**config.mk**
```make
export PLATFORM = sky130hd
export DESIGN_NAME = regfile_write_arbiter_flat
export DESIGN_NICKNAME = d
export VERILOG_FILES = /design/src/rtl/regfile_write_arbiter_if.sv /design/src/rtl/regfile_write_arbiter.sv /design/src/flat_wrapper.sv
export SDC_FILE = /design/constraint.sdc
export NUM_CORES = 1
export LEC_CHECK = 0
export BUFFER_PORTS_ARGS = -buffer_cell sky130_fd_sc_hd__buf_2
export CORE_UTILIZATION = 56
export DETAILED_ROUTE_END_ITERATION = 8
export PLACE_DENSITY = 0.86
export SLEW_MARGIN = 20
export SYNTH_ARGS = -nofsm -noshare
export SYNTH_HDL_FRONTEND = slang
export SYNTH_SLANG_ARGS = --single-unit
```
**constraint.sdc**
```tcl
create_clock -name clock -period 3.5 [get_ports clock]
set_input_delay 0.175 -clock clock [delete_from_list [all_inputs] [get_ports clock]]
set_output_delay 0.175 -clock clock [all_outputs]
set_load 0.02 [all_outputs]
```
**src/rtl/regfile_write_arbiter_if.sv**
```systemverilog
// -----------------------------------------------------------------------------
// regfile_write_arbiter_if
// Bundles the two requester handshakes (A = ALU writeback, B = memory-load
// writeback) and the register-file write port driven by the arbiter.
//   a_valid/a_ready/a_reg/a_data : requester A push channel
//   b_valid/b_ready/b_reg/b_data : requester B push channel
//   ctrl_writeEnable/ctrl_writeReg/data_writeReg : registered write port
//   grant_a/grant_b : registered source of the current output slot
//   busy            : either requester FIFO holds an entry
// master = requester/register-file side, slave = arbiter side.
// -----------------------------------------------------------------------------
interface regfile_write_arbiter_if #(
    parameter int DATA_WIDTH = 32,
    parameter int ADDR_WIDTH = 5
);
    logic                  a_valid;
    logic                  a_ready;
    logic [ADDR_WIDTH-1:0] a_reg;
    logic [DATA_WIDTH-1:0] a_data;

    logic                  b_valid;
    logic                  b_ready;
    logic [ADDR_WIDTH-1:0] b_reg;
    logic [DATA_WIDTH-1:0] b_data;

    logic                  ctrl_writeEnable;
    logic [ADDR_WIDTH-1:0] ctrl_writeReg;
    logic [DATA_WIDTH-1:0] data_writeReg;
    logic                  grant_a;
    logic                  grant_b;
    logic                  busy;

    modport master (
        output a_valid, a_reg, a_data,
        output b_valid, b_reg, b_data,
        input  a_ready, b_ready,
        input  ctrl_writeEnable, ctrl_writeReg, data_writeReg,
        input  grant_a, grant_b, busy
    );

    modport slave (
        input  a_valid, a_reg, a_data,
        input  b_valid, b_reg, b_data,
        output a_ready, b_ready,
        output ctrl_writeEnable, ctrl_writeReg, data_writeReg,
        output grant_a, grant_b, busy
    );
endinterface

```
**src/rtl/regfile_write_arbiter.sv**
```systemverilog
// -----------------------------------------------------------------------------
// regfile_write_arbiter
// Shares the single register-file write port between requester A and
// requester B. Each requester pushes (register, data) pairs into its own
// FIFO_DEPTH-entry circular FIFO; a round-robin arbiter pops at most one head
// per cycle into a registered write port. Writes to r0 are consumed (grant
// pulses) but the write strobe stays low.
// Ports:
//   clock      : rising-edge system clock
//   ctrl_reset : synchronous active-high reset
//   bus        : slave side of regfile_write_arbiter_if (both push channels,
//                write port, grants, busy)
// -----------------------------------------------------------------------------
module regfile_write_arbiter #(
    parameter int DATA_WIDTH = 32,
    parameter int ADDR_WIDTH = 5,
    parameter int FIFO_DEPTH = 2
) (
    input  logic                    clock,
    input  logic                    ctrl_reset,
    regfile_write_arbiter_if.slave  bus
);
    localparam int PTR_W = $clog2(FIFO_DEPTH);
    localparam int CNT_W = $clog2(FIFO_DEPTH + 1);

    typedef struct packed {
        logic [ADDR_WIDTH-1:0] dst;
        logic [DATA_WIDTH-1:0] data;
    } entry_t;

    typedef enum logic {
        SRC_A = 1'b0,
        SRC_B = 1'b1
    } src_e;

    // Index 0 = requester A, index 1 = requester B throughout.
    entry_t           mem_q    [2][FIFO_DEPTH];
    entry_t           mem_d    [2][FIFO_DEPTH];
    logic [PTR_W-1:0] wr_ptr_q [2];
    logic [PTR_W-1:0] wr_ptr_d [2];
    logic [PTR_W-1:0] rd_ptr_q [2];
    logic [PTR_W-1:0] rd_ptr_d [2];
    logic [CNT_W-1:0] count_q  [2];
    logic [CNT_W-1:0] count_d  [2];

    src_e                  last_grant_q, last_grant_d;
    logic                  write_en_q,   write_en_d;
    logic [ADDR_WIDTH-1:0] write_reg_q,  write_reg_d;
    logic [DATA_WIDTH-1:0] write_data_q, write_data_d;
    logic                  grant_a_q,    grant_a_d;
    logic                  grant_b_q,    grant_b_d;

    logic   in_valid  [2];
    entry_t in_entry  [2];
    logic   ready     [2];
    logic   push      [2];
    logic   non_empty [2];
    logic   pop       [2];
    logic   pop_valid;
    src_e   pop_src;
    logic   pop_idx;
    entry_t head;

    // Push side: ready is a function of the stored count only, so a full FIFO
    // refuses a push even when it is being popped in the same cycle.
    always_comb begin
        in_valid[0] = bus.a_valid;
        in_valid[1] = bus.b_valid;
        in_entry[0] = '{dst: bus.a_reg, data: bus.a_data};
        in_entry[1] = '{dst: bus.b_reg, data: bus.b_data};
        for (int i = 0; i < 2; i++) begin
            ready[i]     = (count_q[i] != CNT_W'(FIFO_DEPTH));
            push[i]      = in_valid[i] && ready[i];
            non_empty[i] = (count_q[i] != '0);
        end
    end

    // Round-robin on FIFO heads: a tie goes to the source that did not win
    // last time. Decided from stored counts, so a fresh push is never popped
    // in its own cycle.
    always_comb begin
        pop_valid = 1'b0;
        pop_src   = SRC_A;
        if (non_empty[0] && non_empty[1]) begin
            pop_valid = 1'b1;
            pop_src   = (last_grant_q == SRC_A) ? SRC_B : SRC_A;
        end else if (non_empty[0]) begin
            pop_valid = 1'b1;
            pop_src   = SRC_A;
        end else if (non_empty[1]) begin
            pop_valid = 1'b1;
            pop_src   = SRC_B;
        end
        pop_idx = (pop_src == SRC_B);
        pop[0]  = pop_valid && (pop_src == SRC_A);
        pop[1]  = pop_valid && (pop_src == SRC_B);
        head    = mem_q[pop_idx][rd_ptr_q[pop_idx]];
    end

    // Next-state logic for FIFOs, arbiter history and the output register.
    // NOTE: every variable gets its hold value first so no path through the
    // block leaves it unassigned, which would otherwise infer a latch.
    always_comb begin
        mem_d         = mem_q;
        wr_ptr_d      = wr_ptr_q;
        rd_ptr_d      = rd_ptr_q;
        count_d       = count_q;
        last_grant_d  = last_grant_q;
        write_en_d    = 1'b0;
        grant_a_d     = 1'b0;
        grant_b_d     = 1'b0;
        write_reg_d   = write_reg_q;
        write_data_d  = write_data_q;

        for (int i = 0; i < 2; i++) begin
            if (push[i]) begin
                mem_d[i][wr_ptr_q[i]] = in_entry[i];
                // Pointers wrap naturally because FIFO_DEPTH is a power of 2.
                wr_ptr_d[i] = wr_ptr_q[i] + PTR_W'(1);
            end
            if (pop[i]) begin
                rd_ptr_d[i] = rd_ptr_q[i] + PTR_W'(1);
            end
            case ({push[i], pop[i]})
                2'b10:   count_d[i] = count_q[i] + CNT_W'(1);
                2'b01:   count_d[i] = count_q[i] - CNT_W'(1);
                default: count_d[i] = count_q[i];
            endcase
        end

        if (pop_valid) begin
            last_grant_d = pop_src;
            write_reg_d  = head.dst;
            write_data_d = head.data;
            // r0 is hardwired zero: the entry is consumed but never written.
            write_en_d   = (head.dst != '0);
            grant_a_d    = (pop_src == SRC_A);
            grant_b_d    = (pop_src == SRC_B);
        end
    end

    // NOTE: sequential state uses non-blocking assignments so every flop
    // samples the pre-edge values regardless of statement order.
    always_ff @(posedge clock) begin
        if (ctrl_reset) begin
            for (int i = 0; i < 2; i++) begin
                wr_ptr_q[i] <= '0;
                rd_ptr_q[i] <= '0;
                count_q[i]  <= '0;
            end
            last_grant_q <= SRC_B;
            write_en_q   <= 1'b0;
            write_reg_q  <= '0;
            write_data_q <= '0;
            grant_a_q    <= 1'b0;
            grant_b_q    <= 1'b0;
        end else begin
            wr_ptr_q     <= wr_ptr_d;
            rd_ptr_q     <= rd_ptr_d;
            count_q      <= count_d;
            last_grant_q <= last_grant_d;
            write_en_q   <= write_en_d;
            write_reg_q  <= write_reg_d;
            write_data_q <= write_data_d;
            grant_a_q    <= grant_a_d;
            grant_b_q    <= grant_b_d;
        end
    end

    // NOTE: FIFO storage is deliberately not reset; an entry is only ever read
    // after it has been written, because count gates every pop.
    always_ff @(posedge clock) begin
        mem_q <= mem_d;
    end

    assign bus.a_ready          = ready[0];
    assign bus.b_ready          = ready[1];
    assign bus.busy             = non_empty[0] || non_empty[1];
    assign bus.ctrl_writeEnable = write_en_q;
    assign bus.ctrl_writeReg    = write_reg_q;
    assign bus.data_writeReg    = write_data_q;
    assign bus.grant_a          = grant_a_q;
    assign bus.grant_b          = grant_b_q;

endmodule

```
**src/flat_wrapper.sv**
```systemverilog
// flat-port wrapper written by rule: the top's interface ports become plain ports
module regfile_write_arbiter_flat 
#(
    parameter int DATA_WIDTH = 32,
    parameter int ADDR_WIDTH = 5,
    parameter int FIFO_DEPTH = 2
)
  (clock, ctrl_reset, bus_a_valid, bus_a_reg, bus_a_data, bus_b_valid, bus_b_reg, bus_b_data, bus_a_ready, bus_b_ready, bus_ctrl_writeEnable, bus_ctrl_writeReg, bus_data_writeReg, bus_grant_a, bus_grant_b, bus_busy);
  regfile_write_arbiter_if #(.DATA_WIDTH(DATA_WIDTH), .ADDR_WIDTH(ADDR_WIDTH)) bus_i ();
  input  logic clock;
  input  logic ctrl_reset;
  input wire logic [$bits(bus_i.a_valid)-1:0] bus_a_valid;
  input wire logic [$bits(bus_i.a_reg)-1:0] bus_a_reg;
  input wire logic [$bits(bus_i.a_data)-1:0] bus_a_data;
  input wire logic [$bits(bus_i.b_valid)-1:0] bus_b_valid;
  input wire logic [$bits(bus_i.b_reg)-1:0] bus_b_reg;
  input wire logic [$bits(bus_i.b_data)-1:0] bus_b_data;
  output wire logic [$bits(bus_i.a_ready)-1:0] bus_a_ready;
  output wire logic [$bits(bus_i.b_ready)-1:0] bus_b_ready;
  output wire logic [$bits(bus_i.ctrl_writeEnable)-1:0] bus_ctrl_writeEnable;
  output wire logic [$bits(bus_i.ctrl_writeReg)-1:0] bus_ctrl_writeReg;
  output wire logic [$bits(bus_i.data_writeReg)-1:0] bus_data_writeReg;
  output wire logic [$bits(bus_i.grant_a)-1:0] bus_grant_a;
  output wire logic [$bits(bus_i.grant_b)-1:0] bus_grant_b;
  output wire logic [$bits(bus_i.busy)-1:0] bus_busy;
  assign bus_i.a_valid = bus_a_valid;
  assign bus_i.a_reg = bus_a_reg;
  assign bus_i.a_data = bus_a_data;
  assign bus_i.b_valid = bus_b_valid;
  assign bus_i.b_reg = bus_b_reg;
  assign bus_i.b_data = bus_b_data;
  assign bus_a_ready = bus_i.a_ready;
  assign bus_b_ready = bus_i.b_ready;
  assign bus_ctrl_writeEnable = bus_i.ctrl_writeEnable;
  assign bus_ctrl_writeReg = bus_i.ctrl_writeReg;
  assign bus_data_writeReg = bus_i.data_writeReg;
  assign bus_grant_a = bus_i.grant_a;
  assign bus_grant_b = bus_i.grant_b;
  assign bus_busy = bus_i.busy;
  regfile_write_arbiter #(.DATA_WIDTH(DATA_WIDTH), .ADDR_WIDTH(ADDR_WIDTH), .FIFO_DEPTH(FIFO_DEPTH)) u_core (.clock(clock), .ctrl_reset(ctrl_reset), .bus(bus_i));
endmodule
```
# Yosys cells after proc, flatten, opt, wreduce, memory -nomap -nowiden
# Index checks and enable logic that the tools add are counted.
[classes]
addsub = 8
n_lt_le_gt_ge = 6
eq_ne = 6
mux = 23
n_bitwise = 6
reduce_logical = 14
[ops]
columns = ["cell", "n"]
rows = [
  ["$mux 74", 3],
  ["$mux 37", 5],
  ["$bwmux 74", 2],
  ["$demux 37 s1", 2],
  ["$mux 1", 9],
  ["$ge 2x2->1 const B", 4],
  ["$not 1->2", 4],
  ["$pmux 2 s2", 2],
  ["$reduce_bool 2->1", 4],
  ["$logic_and 1x1->1", 7],
  ["$reduce_bool 5->1", 1],
  ["$add 1x1->1 const B", 4],
  ["$add 2x1->2 const B", 2],
  ["$eq 2x1->1 const B", 2],
  ["$eq 2x2->1 const B", 2],
  ["$lt 2x1->1 const B", 2],
  ["$ne 2x2->1 const B", 2],
  ["$sub 2x1->2 const B", 2],
  ["$not 1->1", 2],
  ["$reduce_or 2->1", 1],
  ["$logic_or 1x1->1", 1],
]
[totals]
reg_bits = 197
inputBits = 78
out_inout_bits = 43
word_cells = 83

# Longest topological paths before layout
[logic_depth]
word_depth = 13
depth_mapped = 9
ltp_nobuf = 7

# Least setup slack after synthesis
# No wires, ideal clock.
[synth_path]
path_kind = "reg-to-reg"
start = "register u_core.count_q[0] in the netlist's numbering"
end = "register u_core.mem_q[37] in the netlist's numbering, enable pin"
setup_ns = 0.431
t_arrival_ns = 2.394
t_required_ns = 3.069
slack_ns = 0.674
path_stages_with_launch = 4
n_path_buf = 0
period_less_slack_ns = 2.826
path_cell_list = "dfxtp_1 > nand2b_1 > nand2_1 > nor2_1"
[synth_between]
elab_chain_cells = 2
[synth_lines]
columns = ["element", "line", "source"]
rows = [
  ["start, declared", "regfile_write_arbiter.sv:43", "logic [CNT_W-1:0] count_q [2];"],
  ["start signal, assigned", "regfile_write_arbiter.sv:160", "count_q <= count_d;"],
  ["$ne 2x2->1", "regfile_write_arbiter.sv:72", "ready[i] = (count_q[i] != CNT_W'(FIFO_DEPTH));"],
  ["via bus_b_ready", "flat_wrapper.sv:19", "output wire logic [$bits(bus_i.b_ready)-1:0] bus_b_ready;"],
  ["$logic_and 1x1->1", "regfile_write_arbiter.sv:73", "push[i] = in_valid[i] && ready[i];"],
  ["end signal, assigned", "regfile_write_arbiter.sv:173", "mem_q <= mem_d;"],
  ["end, declared", "regfile_write_arbiter.sv:37", "entry_t mem_q [2][FIFO_DEPTH];"],
]
# The timed path passes the listed nets, and every way through them passes these cells.
# A chain may end at the register's enable or synchronous reset.

# Worst setup path after layout
[layout_path]
start = "register u_core.count_q[3] in the netlist's numbering"
end = "output port bus_busy"
[layout_between]
elab_chain_cells = 2
[layout_lines]
columns = ["element", "line", "source"]
rows = [
  ["$reduce_bool 2->1", "regfile_write_arbiter.sv:74", "non_empty[i] = (count_q[i] != '0);"],
  ["$logic_or 1x1->1", "regfile_write_arbiter.sv:178", "assign bus.busy = non_empty[0] || non_empty[1];"],
  ["end, declared", "flat_wrapper.sv:25", "output wire logic [$bits(bus_i.busy)-1:0] bus_busy;"],
]
# No other way between the ends.

==> results_dict.tcl <==
set metrics [dict create \
    die_width_um 117 \
    vdd_drop_max_mv 0.468 \
    antennaDiodeCount 0 \
    r2r_cells 6 \
    fin_crit_period_ns 2.64 \
    drtPass1Iterations 5 \
    worst_hold_path.num_cells 2 \
    syn2layout_area_growth_pct 27.3 \
    cell_area_after_synthesis_mm2 0.00744 \
    dominantRegCellSynth "edfxtp_1" \
    worst-path-buf-inv 2 \
    synth_edf_count 148 \
    power_frac_comb_pct 31.3 \
    worstSetupStartpointType "register" \
    final_net_count 736 \
    total_power_mw 7.57 \
    clk_pin_slew_worst_paths_ns 0.07 \
    cts_inserted_buffers 17 \
    antenna_found_initial 0 \
    die_span_in_y_um 117 \
    power_switching_mw 2.63 \
    fin_crit_sh_pct 75.5 \
    drive_gt1_share_pct 26.8 \
    cp_max_stage_cell "nor3_4" \
    num_rows 41 \
    critPathArrivalTime_ns 2.47 \
    routed-via-count 4754 \
    syn-num-nets 548 \
    ys_seq_area_share_pct 73.0 \
    count_of_max_cap_constraint_violations 0 \
    crit_fanout 38 \
    final_util_pct 74.1 \
    ys.warnings.count 0 \
    clock-root-buffer "clkbuf_16" \
    drc 0 \
    synth-seq-cells 197 \
    hold_class "in -> reg" \
    critical-path-top-delay-family "buffers and inverters" \
    min_to "u_core.bus.data_writeReg[23]$_SDFFE_PP0N_" \
    syn_inst 468 \
    grt_setup_unrepaired "false" \
    clock_path_buffers 2 \
    setup-tns-final_ns 0 \
    drt.antenna.violating_nets 0 \
    slew_violations 0 \
    hold_path.startpoint "ctrl_reset" \
    most_frequent_cells_in_the_layout "edfxtp_1 (148), buf_2 (120), dlygate4sd3_1 (74), nor2_1 (47), dfxtp_1 (47)" \
    hpwlAfterDp_um 9340 \
    io_buffers 120 \
    grt_pass1_wl_um 24400 \
    grt_start_max_net_pins 53 \
    cts_tree "yes" \
    avgViaCountPerCell 5.65 \
    synth-async-reset-ratio_pct 0 \
    synth.distinct_cells 33 \
    gr-total-overflow 0 \
    fmaxAchievable_mhz 378 \
    setup-violations-final 0 \
    regToRegStartpoint "u_core.count_q[3]$_SDFFE_PP0P_" \
    grt_pass1_vias 4864 \
    initialDrtViolationCount 394 \
    hold_violation_total_from_the_final_report 0 \
    p_int_mw 4.94 \
    die_area_mm2 0.0137 \
    power.share.clock_pct 24.6 \
    boundaryPins 121 \
    run_status "finished clean" \
    placedInstanceArea_mm2 0.00814 \
    routed_wl_um 16200 \
    path_cells "or2_4, nor3_4, inv_2, buf_2" \
    power.share.switching_pct 34.7 \
    drt-wirelength-per-cell_um 19.3 \
    tritoncts_num_sinks 197 \
    critical-path-max-stage-delay_ns 0.57 \
    clock_latency_ns 0.43 \
    synth_area_per_cell_um2 15.9 \
    layout.cells.most_common "edfxtp_1" \
    crit_required_ns 3.32 \
    static-leakage-power_nw 3.43 \
    ff2ff_setup_slack_ns 1.06 \
    grt.total_usage_pct 25.0 \
    timing.max_slew.rel_slack_pct 33.6 \
    tightest_slew_ns 0.996 \
    post_layout_inst_area_mm2 0.00947 \
    critical_path.reg2reg.endpoint "u_core.bus.data_writeReg[15]$_SDFFE_PP0N_" \
    floorplan.initialDensity_pct 58.2 \
    p_per_area_mw_per_mm2 800 \
    cts_htree_levels 4 \
    crit_path_end_kind "output port" \
    power_frac_seq_pct 44.2 \
    design.core.area_mm2 0.0128 \
    clock-skew-final_ns 0.00649 \
    timing.setup.critical_path_class "reg -> out" \
    gp_routability_congestion 0.713 \
]
cell usage after synthesis (2+ instances only):
| library cell | number | share of area, % |
|---|---|---|
| a2111oi_0 | 36 | 4.2 |
| a2111oi_1 | 25 | 3.4 |
| a2111oi_2 | 12 | 2.4 |
| a21oi_1 | 4 | 0.27 |
| and3_1 | 2 | 0.17 |
| buf_2 | 7 | 0.47 |
| buf_4 | 6 | 0.61 |
| buf_6 | 5 | 0.76 |
| clkbuf_1 | 14 | 0.71 |
| dfxtp_1 | 49 | 13 |
| edfxtp_1 | 148 | 60 |
| ha_1 | 2 | 0.34 |
| mux2i_1 | 37 | 5.0 |
| nand2_1 | 4 | 0.20 |
| nand2b_1 | 2 | 0.17 |
| nor2_1 | 49 | 2.5 |
| nor2b_1 | 37 | 3.1 |
| nor3_1 | 3 | 0.20 |
| nor4_1 | 3 | 0.25 |
| o21ai_0 | 3 | 0.20 |
| or3_1 | 2 | 0.17 |
| xnor2_1 | 3 | 0.35 |
| xor2_1 | 5 | 0.59 |
how the worst max path moves through the flow:
stage	start	end	slack [ns]	depth (start not counted)
after floorplan	u_core.count_q[0]$_SDFFE_PP0P_	u_core.mem_q[37]$_DFFE_PP_	0.67	3
after global placement	u_core.count_q[2]$_SDFFE_PP0P_	u_core.bus.ctrl_writeReg[3]$_SDFFE_PP0N_	1.28	6
after detailed placement	u_core.count_q[3]$_SDFFE_PP0P_	u_core.bus.data_writeReg[18]$_SDFFE_PP0N_	1.11	6
after CTS	u_core.count_q[3]$_SDFFE_PP0P_	bus_busy	0.89	4
after global routing	u_core.count_q[3]$_SDFFE_PP0P_	bus_busy	0.74	4
final	u_core.count_q[3]$_SDFFE_PP0P_	bus_busy	0.86	4
registers in the layout, indices dropped and copies added, names as in the netlist:
register / count
u_core.bus.grant_b: 1
u_core.bus.data_writeReg: 32
u_core.last_grant_q: 1
u_core.rd_ptr_q: 2
u_core.bus.grant_a: 1
u_core.mem_q: 148
u_core.wr_ptr_q: 2
u_core.bus.ctrl_writeEnable: 1
u_core.bus.ctrl_writeReg: 5
u_core.count_q: 4
metal layers:
metal | vias up | global-route usage [%] | part of all wire [%]
met5 | - | 0 | 0
met4 | 0 | 12.1 | 2.4
met3 | 31 | 5.51 | 4.9
met2 | 166 | 44.7 | 52
met1 | 2339 | 28.2 | 40
li1 | 2218 | - | -
through the flow:
stage	setup WS (ns)	hold WS, ns	std cells
after floorplan	0.674	0.274	468
after detailed placement	1.11	0.366	734
final	0.857	0.191	841
after CTS	0.887	0.189	840
after global placement	1.28	0.363	734
after global routing	0.739	0.190	841
power by group through the flow:
stage               clock [mW]  sequential [mW]  combinational [mW]
CTS                       1.86             3.33                2.36
global placement             0             3.36                2.15
global route              1.96             3.39                2.58
finish                    1.86             3.34                2.37
detailed placement           0             3.38                2.26
floorplan                    0             3.46                1.59
logic make-up (layout without fill, tap and decap cells):
group / Yosys count / after routing / synth area share [%]
AO/OA/AOI/OAI: 82 / 82 / 10.9
XOR/XNOR: 8 / 8 / 0.942
adder cells (fa/ha/maj): 2 / 2 / 0.336
buffers and inverters: 36 / 237 / 2.78
flip-flops: 197 / 197 / 73.0
multiplexers: 37 / 37 / 4.98
AND/OR/NAND/NOR: 106 / 106 / 7.15
cell type report:
cell class	count	area, um^2
Clock buffer	24	492
Clock inverter	8	75.1
Fill cell	760	3310
Inverter	3	13.8
Multi-Input combinational cell	235	1830
Sequential cell	197	5430
Tap cell	172	215
Timing Repair Buffer	202	1410
timing repair:
item | CTS | global route
setup buffers | 0 | 0
hold endpoints to repair | 148 | 0
gates resized for setup | 0 | 0
hold buffers | 74 | 0
setup endpoints to repair | 0 | 0
No activity file was read; power rests on OpenSTA's default activity.
